--- config.mk ---
export PLATFORM = sky130hd
export DESIGN_NAME = idex_hazard_latch_flat
export DESIGN_NICKNAME = d
export VERILOG_FILES = /design/src/rtl/idex_hazard_latch_if.sv /design/src/rtl/idex_hazard_latch.sv /design/src/flat_wrapper.sv
export SDC_FILE = /design/constraint.sdc
export NUM_CORES = 1
export LEC_CHECK = 0
export CELL_PAD_IN_SITES_DETAIL_PLACEMENT = 0
export CELL_PAD_IN_SITES_GLOBAL_PLACEMENT = 1
export CORE_MARGIN = 2
export CORE_UTILIZATION = 35
export DETAILED_ROUTE_END_ITERATION = 10
export DONT_BUFFER_PORTS = 1
export MAX_ROUTING_LAYER = met4
export PLACE_DENSITY_LB_ADDON = 0.1
export SLEW_MARGIN = 20
export SYNTH_ARGS = -nofsm -noshare
export SYNTH_HDL_FRONTEND = slang
export SYNTH_SLANG_ARGS = --single-unit
--- constraint.sdc ---
create_clock -name CLK -period 2.5 [get_ports CLK]
set_clock_uncertainty 0.1 [all_clocks]
set_input_delay 0.375 -clock CLK [delete_from_list [all_inputs] [get_ports CLK]]
set_output_delay 0.375 -clock CLK [all_outputs]
set_load 0.05 [all_outputs]
--- src/rtl/idex_hazard_latch_if.sv ---
// ID/EX bundle: decode-stage inputs, EX-stage registered outputs,
// plus the load-use stall signalling back towards fetch/decode.
interface idex_hazard_latch_if;
  logic        en;
  logic        flush;
  logic [31:0] instr_ID;
  logic [31:0] pc4_ID;
  logic [31:0] rdat1_ID;
  logic [31:0] rdat2_ID;
  logic        RegWr_ID;
  logic        memWr_ID;
  logic        memtoReg_ID;
  logic [31:0] instr_EX;
  logic [31:0] pc4_EX;
  logic [31:0] rdat1_EX;
  logic [31:0] rdat2_EX;
  logic        RegWr_EX;
  logic        memWr_EX;
  logic        memtoReg_EX;
  logic        bubble_EX;
  logic        stall_ID;
  logic [31:0] stall_count;

  modport master (
    output en, flush,
    output instr_ID, pc4_ID, rdat1_ID, rdat2_ID,
    output RegWr_ID, memWr_ID, memtoReg_ID,
    input  instr_EX, pc4_EX, rdat1_EX, rdat2_EX,
    input  RegWr_EX, memWr_EX, memtoReg_EX,
    input  bubble_EX, stall_ID, stall_count
  );

  modport slave (
    input  en, flush,
    input  instr_ID, pc4_ID, rdat1_ID, rdat2_ID,
    input  RegWr_ID, memWr_ID, memtoReg_ID,
    output instr_EX, pc4_EX, rdat1_EX, rdat2_EX,
    output RegWr_EX, memWr_EX, memtoReg_EX,
    output bubble_EX, stall_ID, stall_count
  );
endinterface

--- src/rtl/idex_hazard_latch.sv ---
// ID/EX pipeline latch with load-use hazard detection, bubble
// insertion on stall/flush and a saturating stall-cycle counter.
module idex_hazard_latch (
  input logic                 CLK,
  input logic                 RST,
  idex_hazard_latch_if.slave  bus
);

  localparam logic [5:0] OP_RTYPE = 6'h00;
  localparam logic [5:0] OP_BEQ   = 6'h04;
  localparam logic [5:0] OP_BNE   = 6'h05;
  localparam logic [5:0] OP_SW    = 6'h2B;

  typedef struct packed {
    logic [31:0] instr;
    logic [31:0] pc4;
    logic [31:0] rdat1;
    logic [31:0] rdat2;
    logic        regwr;
    logic        memwr;
    logic        memtoreg;
    logic        bubble;
  } id_ex_t;

  id_ex_t      ex_q, ex_d;
  logic [31:0] stall_count_q, stall_count_d;

  logic [5:0] op_id;
  logic [4:0] rs_id, rt_id, rt_ex;
  logic       uses_rt, hazard, stall;

  always_comb begin
    op_id   = bus.instr_ID[31:26];
    rs_id   = bus.instr_ID[25:21];
    rt_id   = bus.instr_ID[20:16];
    rt_ex   = ex_q.instr[20:16];
    uses_rt = (op_id == OP_RTYPE) | (op_id == OP_SW) |
              (op_id == OP_BEQ)   | (op_id == OP_BNE);
    hazard  = ex_q.memtoreg & ex_q.regwr & (rt_ex != 5'd0) &
              ((rs_id == rt_ex) | (uses_rt & (rt_id == rt_ex)));
    // a redirect squashes the consumer, so no stall is needed
    stall   = hazard & ~bus.flush;
  end

  always_comb begin
    ex_d          = ex_q;
    stall_count_d = stall_count_q;
    if (bus.en) begin
      if (bus.flush | stall) begin
        ex_d        = '0;
        ex_d.bubble = 1'b1;
      end else begin
        ex_d.instr    = bus.instr_ID;
        ex_d.pc4      = bus.pc4_ID;
        ex_d.rdat1    = bus.rdat1_ID;
        ex_d.rdat2    = bus.rdat2_ID;
        ex_d.regwr    = bus.RegWr_ID;
        ex_d.memwr    = bus.memWr_ID;
        ex_d.memtoreg = bus.memtoReg_ID;
        ex_d.bubble   = 1'b0;
      end
      if (stall && (stall_count_q != 32'hFFFF_FFFF))
        stall_count_d = stall_count_q + 32'd1;
    end
  end

  always_ff @(posedge CLK) begin
    if (RST) begin
      ex_q          <= '0;
      stall_count_q <= '0;
    end else begin
      ex_q          <= ex_d;
      stall_count_q <= stall_count_d;
    end
  end

  assign bus.instr_EX    = ex_q.instr;
  assign bus.pc4_EX      = ex_q.pc4;
  assign bus.rdat1_EX    = ex_q.rdat1;
  assign bus.rdat2_EX    = ex_q.rdat2;
  assign bus.RegWr_EX    = ex_q.regwr;
  assign bus.memWr_EX    = ex_q.memwr;
  assign bus.memtoReg_EX = ex_q.memtoreg;
  assign bus.bubble_EX   = ex_q.bubble;
  assign bus.stall_ID    = stall;
  assign bus.stall_count = stall_count_q;

endmodule
--- src/flat_wrapper.sv ---
// flat-port wrapper written by rule: the top's interface ports become plain ports
module idex_hazard_latch_flat 
  (CLK, RST, bus_en, bus_flush, bus_instr_ID, bus_pc4_ID, bus_rdat1_ID, bus_rdat2_ID, bus_RegWr_ID, bus_memWr_ID, bus_memtoReg_ID, bus_instr_EX, bus_pc4_EX, bus_rdat1_EX, bus_rdat2_EX, bus_RegWr_EX, bus_memWr_EX, bus_memtoReg_EX, bus_bubble_EX, bus_stall_ID, bus_stall_count);
  idex_hazard_latch_if bus_i ();
  input logic CLK;
  input logic RST;
  input wire logic [$bits(bus_i.en)-1:0] bus_en;
  input wire logic [$bits(bus_i.flush)-1:0] bus_flush;
  input wire logic [$bits(bus_i.instr_ID)-1:0] bus_instr_ID;
  input wire logic [$bits(bus_i.pc4_ID)-1:0] bus_pc4_ID;
  input wire logic [$bits(bus_i.rdat1_ID)-1:0] bus_rdat1_ID;
  input wire logic [$bits(bus_i.rdat2_ID)-1:0] bus_rdat2_ID;
  input wire logic [$bits(bus_i.RegWr_ID)-1:0] bus_RegWr_ID;
  input wire logic [$bits(bus_i.memWr_ID)-1:0] bus_memWr_ID;
  input wire logic [$bits(bus_i.memtoReg_ID)-1:0] bus_memtoReg_ID;
  output wire logic [$bits(bus_i.instr_EX)-1:0] bus_instr_EX;
  output wire logic [$bits(bus_i.pc4_EX)-1:0] bus_pc4_EX;
  output wire logic [$bits(bus_i.rdat1_EX)-1:0] bus_rdat1_EX;
  output wire logic [$bits(bus_i.rdat2_EX)-1:0] bus_rdat2_EX;
  output wire logic [$bits(bus_i.RegWr_EX)-1:0] bus_RegWr_EX;
  output wire logic [$bits(bus_i.memWr_EX)-1:0] bus_memWr_EX;
  output wire logic [$bits(bus_i.memtoReg_EX)-1:0] bus_memtoReg_EX;
  output wire logic [$bits(bus_i.bubble_EX)-1:0] bus_bubble_EX;
  output wire logic [$bits(bus_i.stall_ID)-1:0] bus_stall_ID;
  output wire logic [$bits(bus_i.stall_count)-1:0] bus_stall_count;
  assign bus_i.en = bus_en;
  assign bus_i.flush = bus_flush;
  assign bus_i.instr_ID = bus_instr_ID;
  assign bus_i.pc4_ID = bus_pc4_ID;
  assign bus_i.rdat1_ID = bus_rdat1_ID;
  assign bus_i.rdat2_ID = bus_rdat2_ID;
  assign bus_i.RegWr_ID = bus_RegWr_ID;
  assign bus_i.memWr_ID = bus_memWr_ID;
  assign bus_i.memtoReg_ID = bus_memtoReg_ID;
  assign bus_instr_EX = bus_i.instr_EX;
  assign bus_pc4_EX = bus_i.pc4_EX;
  assign bus_rdat1_EX = bus_i.rdat1_EX;
  assign bus_rdat2_EX = bus_i.rdat2_EX;
  assign bus_RegWr_EX = bus_i.RegWr_EX;
  assign bus_memWr_EX = bus_i.memWr_EX;
  assign bus_memtoReg_EX = bus_i.memtoReg_EX;
  assign bus_bubble_EX = bus_i.bubble_EX;
  assign bus_stall_ID = bus_i.stall_ID;
  assign bus_stall_count = bus_i.stall_count;
  idex_hazard_latch u_core (.CLK(CLK), .RST(RST), .bus(bus_i));
endmodule
# Word level (Yosys, flattened, before mapping)
# Index checks and enable logic that the tools add are counted.
# totals
regBits	164
wordCells	32
out_inout_bits	165
# op_classes
bitwise_logic	11
eq_ne	6
n_reduce_logical	4
muxes	1
addsub	1
# op_table
operator	count
$mux 132	1
$add 32x1->32 const B	1
$ne 32x32->1 const B	1
$eq 6x3->1 const B	2
$eq 5x5->1	2
$eq 6x6->1 const B	1
$logic_not 6->1	1
$and 1x1->1	5
$or 1x1->1	5
$reduce_bool 5->1	1
$reduce_and 2->1	1
$logic_and 1x1->1	1
$not 1->1	1

# Logic depth before layout (Yosys ltp)
# depth
word_depth	10
depth_mapped	8
depth_no_buf	7

# Least setup slack after synthesis
# Ideal clock, no wire load.
# synth_timing
path_kind	register -> output
from	reg u_core.ex_q (netlist bit u_core.bus.instr_EX[16])
to	out bus_stall_ID
arrival_time_ns	2.235
slack_ns	-0.210
required_ns	2.025
path_stages_with_launch	6
n_path_buf	0
path_cell_list	dfxtp_1 -> xor2_1 -> nor4_2 -> nand3_1 -> a21oi_1 -> nor2b_1
# synth_between
elab_chain_cells	5
word_cells_on_any_way	8
classes_between	2 x eq/ne; 5 x bitwise; 1 x reduce/logical
# synth_rtl
item	line_no	text
from (decl)	idex_hazard_latch.sv:25	id_ex_t ex_q, ex_d;
from (signal assigned)	idex_hazard_latch.sv:69	ex_q <= '0;
from (signal assigned)	idex_hazard_latch.sv:72	ex_q <= ex_d;
$eq 5x5->1	idex_hazard_latch.sv:40	((rs_id == rt_ex) | (uses_rt & (rt_id == rt_ex)));
$and 1x1->1	idex_hazard_latch.sv:40	
$or 1x1->1	idex_hazard_latch.sv:40	
$and 1x1->1 (*)	idex_hazard_latch.sv:39	hazard = ex_q.memtoreg & ex_q.regwr & (rt_ex != 5'd0) &
$and 1x1->1 (*)	idex_hazard_latch.sv:42	stall = hazard & ~bus.flush;
to (decl)	flat_wrapper.sv:24	output wire logic [$bits(bus_i.stall_ID)-1:0] bus_stall_ID;
# Mark *: on every way between the ends. The rest lies on a longest branch, timed or not.

# Final worst setup path
# layout_timing
from	reg u_core.ex_q (netlist bit u_core.bus.instr_EX[18])
to	reg u_core.ex_q (netlist bit u_core.bus.pc4_EX[24])
# layout_between
elab_chain_cells	7
word_cells_on_any_way	10
classes_between	2 x eq/ne; 1 x mux; 6 x bitwise; 1 x reduce/logical
# layout_rtl
item	line_no	text
$eq 5x5->1	idex_hazard_latch.sv:40	
$and 1x1->1	idex_hazard_latch.sv:40	
$or 1x1->1	idex_hazard_latch.sv:40	
$and 1x1->1 (*)	idex_hazard_latch.sv:39	
$and 1x1->1 (*)	idex_hazard_latch.sv:42	
$or 1x1->1 (*)	idex_hazard_latch.sv:49	if (bus.flush | stall) begin
$mux 132 (*)	idex_hazard_latch.sv:49	
# Marked as above.
# A chain may end at the register's enable or synchronous reset.

==> results.cfg <==
[yosys]
yosys_warnings = 0
syn-num-nets = 675
synthTopCellsByCount = 164 x dfxtp_1, 131 x a22o_1, 22 x nor2_1, 21 x clkbuf_1, 18 x nand3_1
synth-edff-count = 0
seq_area_frac_synth_pct = 55.5
yosys.area.top_type_share_pct = 55.5
synthDistinctLibCells = 40
synth_area_sq_um = 5920
synth_top_area_cell = dfxtp_1
syn-instance-count = 539
yosysMostFrequentCell = dfxtp_1
avgSynthCellArea_sq_um = 11.0
ys_top_cells_by_area = dfxtp_1 55%, a22o_1 19%, mux2_2 1.9%, nand3_1 1.5%, xor2_1 1.5%
synth_flop_cell = dfxtp_1
ys_seq_elements = 164
async_reset_ff_share_pct = 0

[final_layout]
n_antenna_cell = 0
multi_input_area_sq_um = 2450
layout-drive-gt1-share_pct = 14.9
fin_nets = 836
seqCellArea_sq_um = 3290
fillers = 1471
fin_area_sq_um = 8370
area_growth_pct = 41.3

[critical_path]
cp.required_ps = 2770
r2r_slack_ps = 120
start_kind = flop
r2r-end = u_core.bus.pc4_EX[24]
rr_worst_depth = 8
setup.worst_path.class = flop to flop
crit_start = u_core.bus.instr_EX[18]
setup.worst_path.end_class = flop
r2r_start = u_core.bus.instr_EX[18]
arrival_ps = 2640
worst-path-max-fanout = 46
crit_end = u_core.bus.pc4_EX[24]

[clock_tree]
clkTransAtPathRegs_ps = 70
cts_tree = done
cts_made_buffers = 17
insertion_delay_ps = 420
root_buffer = clkbuf_16
clock-sinks = 164
clockBufferDepth = 2
htreeDepth = 4

[global_routing]
grt_pass1_vias = 5062
antenna_found_initial = 0
grt_pass1_wl_mm = 27.6
globalRouteTotalUtil_pct = 20.1
globalRouteOverflowTotal = 0
grt_max_degree = 132

[timing]
max_freq_mhz = 420
worst_slew_pin_slew_ps = 756
final_hold_viol_count = 0
period_share_pct = 95.2
slew_violations = 0
max-slew-margin-rel_pct = 49.4
setup_ws_ps = 121
fin_crit_ps = 2380
setup_viol_count_final = 0
rsz0062_at_grt = yes

[placed_design]
io_buffer_count = 0
gp_congestion = 0.791
dpl-instance-area_sq_um = 6420
pre_cts_ws_ps = 87.5
dpl.hpwl_mm = 11.4

[drt]
first_pass_iters = 5
drc_errors = 0
vias = 5063
drt_iter0_markers = 161
wl_per_cell_microns = 19.5
wl_mm = 18.1
vias_per_cell = 5.43
ant_nets = 0

[die]
die_w_microns = 134
dieArea_sq_um = 18000
rows = 47
start_util_pct = 35.7
coreArea_sq_um = 16600
boundaryPins = 300
fp.dieH_microns = 134

[run]
cap_violations = 0

[power]
p_leak_nw = 3.33
peakVddDrop_v = 0.000455
powerDensity_nw_per_um2 = 715

[outcome]
status = finished, final reports clean

[worst_hold_path]
hold_path_class = input port to flop
hold_depth = 2
==> sequential cells by signal, summed over array words and instances (netlist names) <==
register / flops
u_core.bus.bubble_EX: 1
u_core.bus.instr_EX: 32
u_core.bus.stall_count: 32
u_core.bus.memWr_EX: 1
u_core.bus.rdat2_EX: 32
u_core.bus.RegWr_EX: 1
u_core.bus.pc4_EX: 32
u_core.bus.rdat1_EX: 32
u_core.bus.memtoReg_EX: 1
==> metal layers <==
layer  vias up  wire (microns)  GRT usage, %
met5         -               0             -
met2       239            9070          34.0
met3        27            1430          6.12
li1       2380               -             -
met1      2417            7270          22.4
met4         0             376          7.25
==> worst max-delay path: stages (launching register included) <==
cell,delay (ps)
dfxtp_1,360
or4_1,530
o211ai_1,240
a21oi_2,60
buf_4,150
nor3_4,300
buf_4,180
buf_12,210
a22o_1,180
==> how the worst min path moves through the flow <==
stage,startpoint,endpoint,slack [ps]
floorplan,bus_RegWr_ID,u_core.bus.RegWr_EX,400
global placement,RST,u_core.bus.stall_count[23],350
detailed placement,RST,u_core.bus.stall_count[27],350
CTS,bus_en,u_core.bus.bubble_EX,20
global route,RST,u_core.bus.stall_count[6],30
finish,bus_en,u_core.bus.bubble_EX,40
==> cell usage in the layout, fill, tap and decap left out, types with 2 or more instances in the layout <==
master / count
or3_1: 11
dfxtp_1: 161
and4_1: 6
dfxtp_2: 3
nand4_2: 2
o21ai_0: 12
nor2_1: 21
buf_12: 3
mux2_2: 10
nand3_1: 18
clkbuf_8: 2
nand2_1: 12
xor2_1: 10
o21bai_1: 5
nor4_1: 9
nand4_1: 13
or4_1: 6
nand2b_1: 8
clkbuf_1: 2
nor3_1: 5
nor2b_1: 11
a21oi_1: 15
and3_1: 5
clkinv_4: 2
buf_4: 48
a22o_1: 131
o31ai_1: 4
clkbuf_16: 18
inv_6: 5
dlygate4sd3_1: 132
==> where the power goes <==
| part | total, mW | switching, mW | leakage [nW] | internal (mW) |
|---|---|---|---|---|
| Combinational | 0.381 | 0.155 | 1.71 | 0.225 |
| Clock | 2.56 | 1.11 | 0.281 | 1.45 |
| Sequential | 3.04 | 0.345 | 1.34 | 2.70 |
| Total | 5.98 | 1.61 | 3.33 | 4.37 |
==> layout make-up <==
class | instances | area share (%)
clock inverter | 11 | 1.38
inverter | 1 | 0.0449
tap | 220 | 3.29
multi-input combinational | 331 | 29.2
timing repair buffer | 185 | 21.3
clock buffer | 21 | 5.50
sequential | 164 | 39.3
==> timing repair <==
action / CTS / global route
gates resized for setup: 2 / 4
setup buffers: 1 / 1
hold endpoints to repair: 147 / 0
pin swaps: 1 / 4
gates cloned: 0 / 1
hold buffers: 132 / 0
setup endpoints to repair: 1 / 70
==> kinds of logic after synthesis <==
kind of cell	synth area share, %
AO/OA/AOI/OAI	23.7
flip-flops	55.5
AND/OR/NAND/NOR	13.3
buffers and inverters	3.78
multiplexers	2.07
XOR/XNOR	1.48
adder cells (fa/ha/maj)	0.211
==> stage by stage <==
stage / TNS (ps) / util (%) / instances / hold WS (ps) / power, mW
after global placement: 0 / 38.7 / 766 / 353 / 3.29
final: 0 / 50.4 / 933 / 36.1 / 5.98
after global routing: -70.8 / 50.4 / 933 / 25.9 / 6.19
after floorplan: 0 / - / 539 / 401 / 3.25
after CTS: 0 / 50.2 / 931 / 18.6 / 6.02
after detailed placement: 0 / 38.7 / 766 / 351 / 3.29
Note: power is estimated with default switching activity, not from simulation.
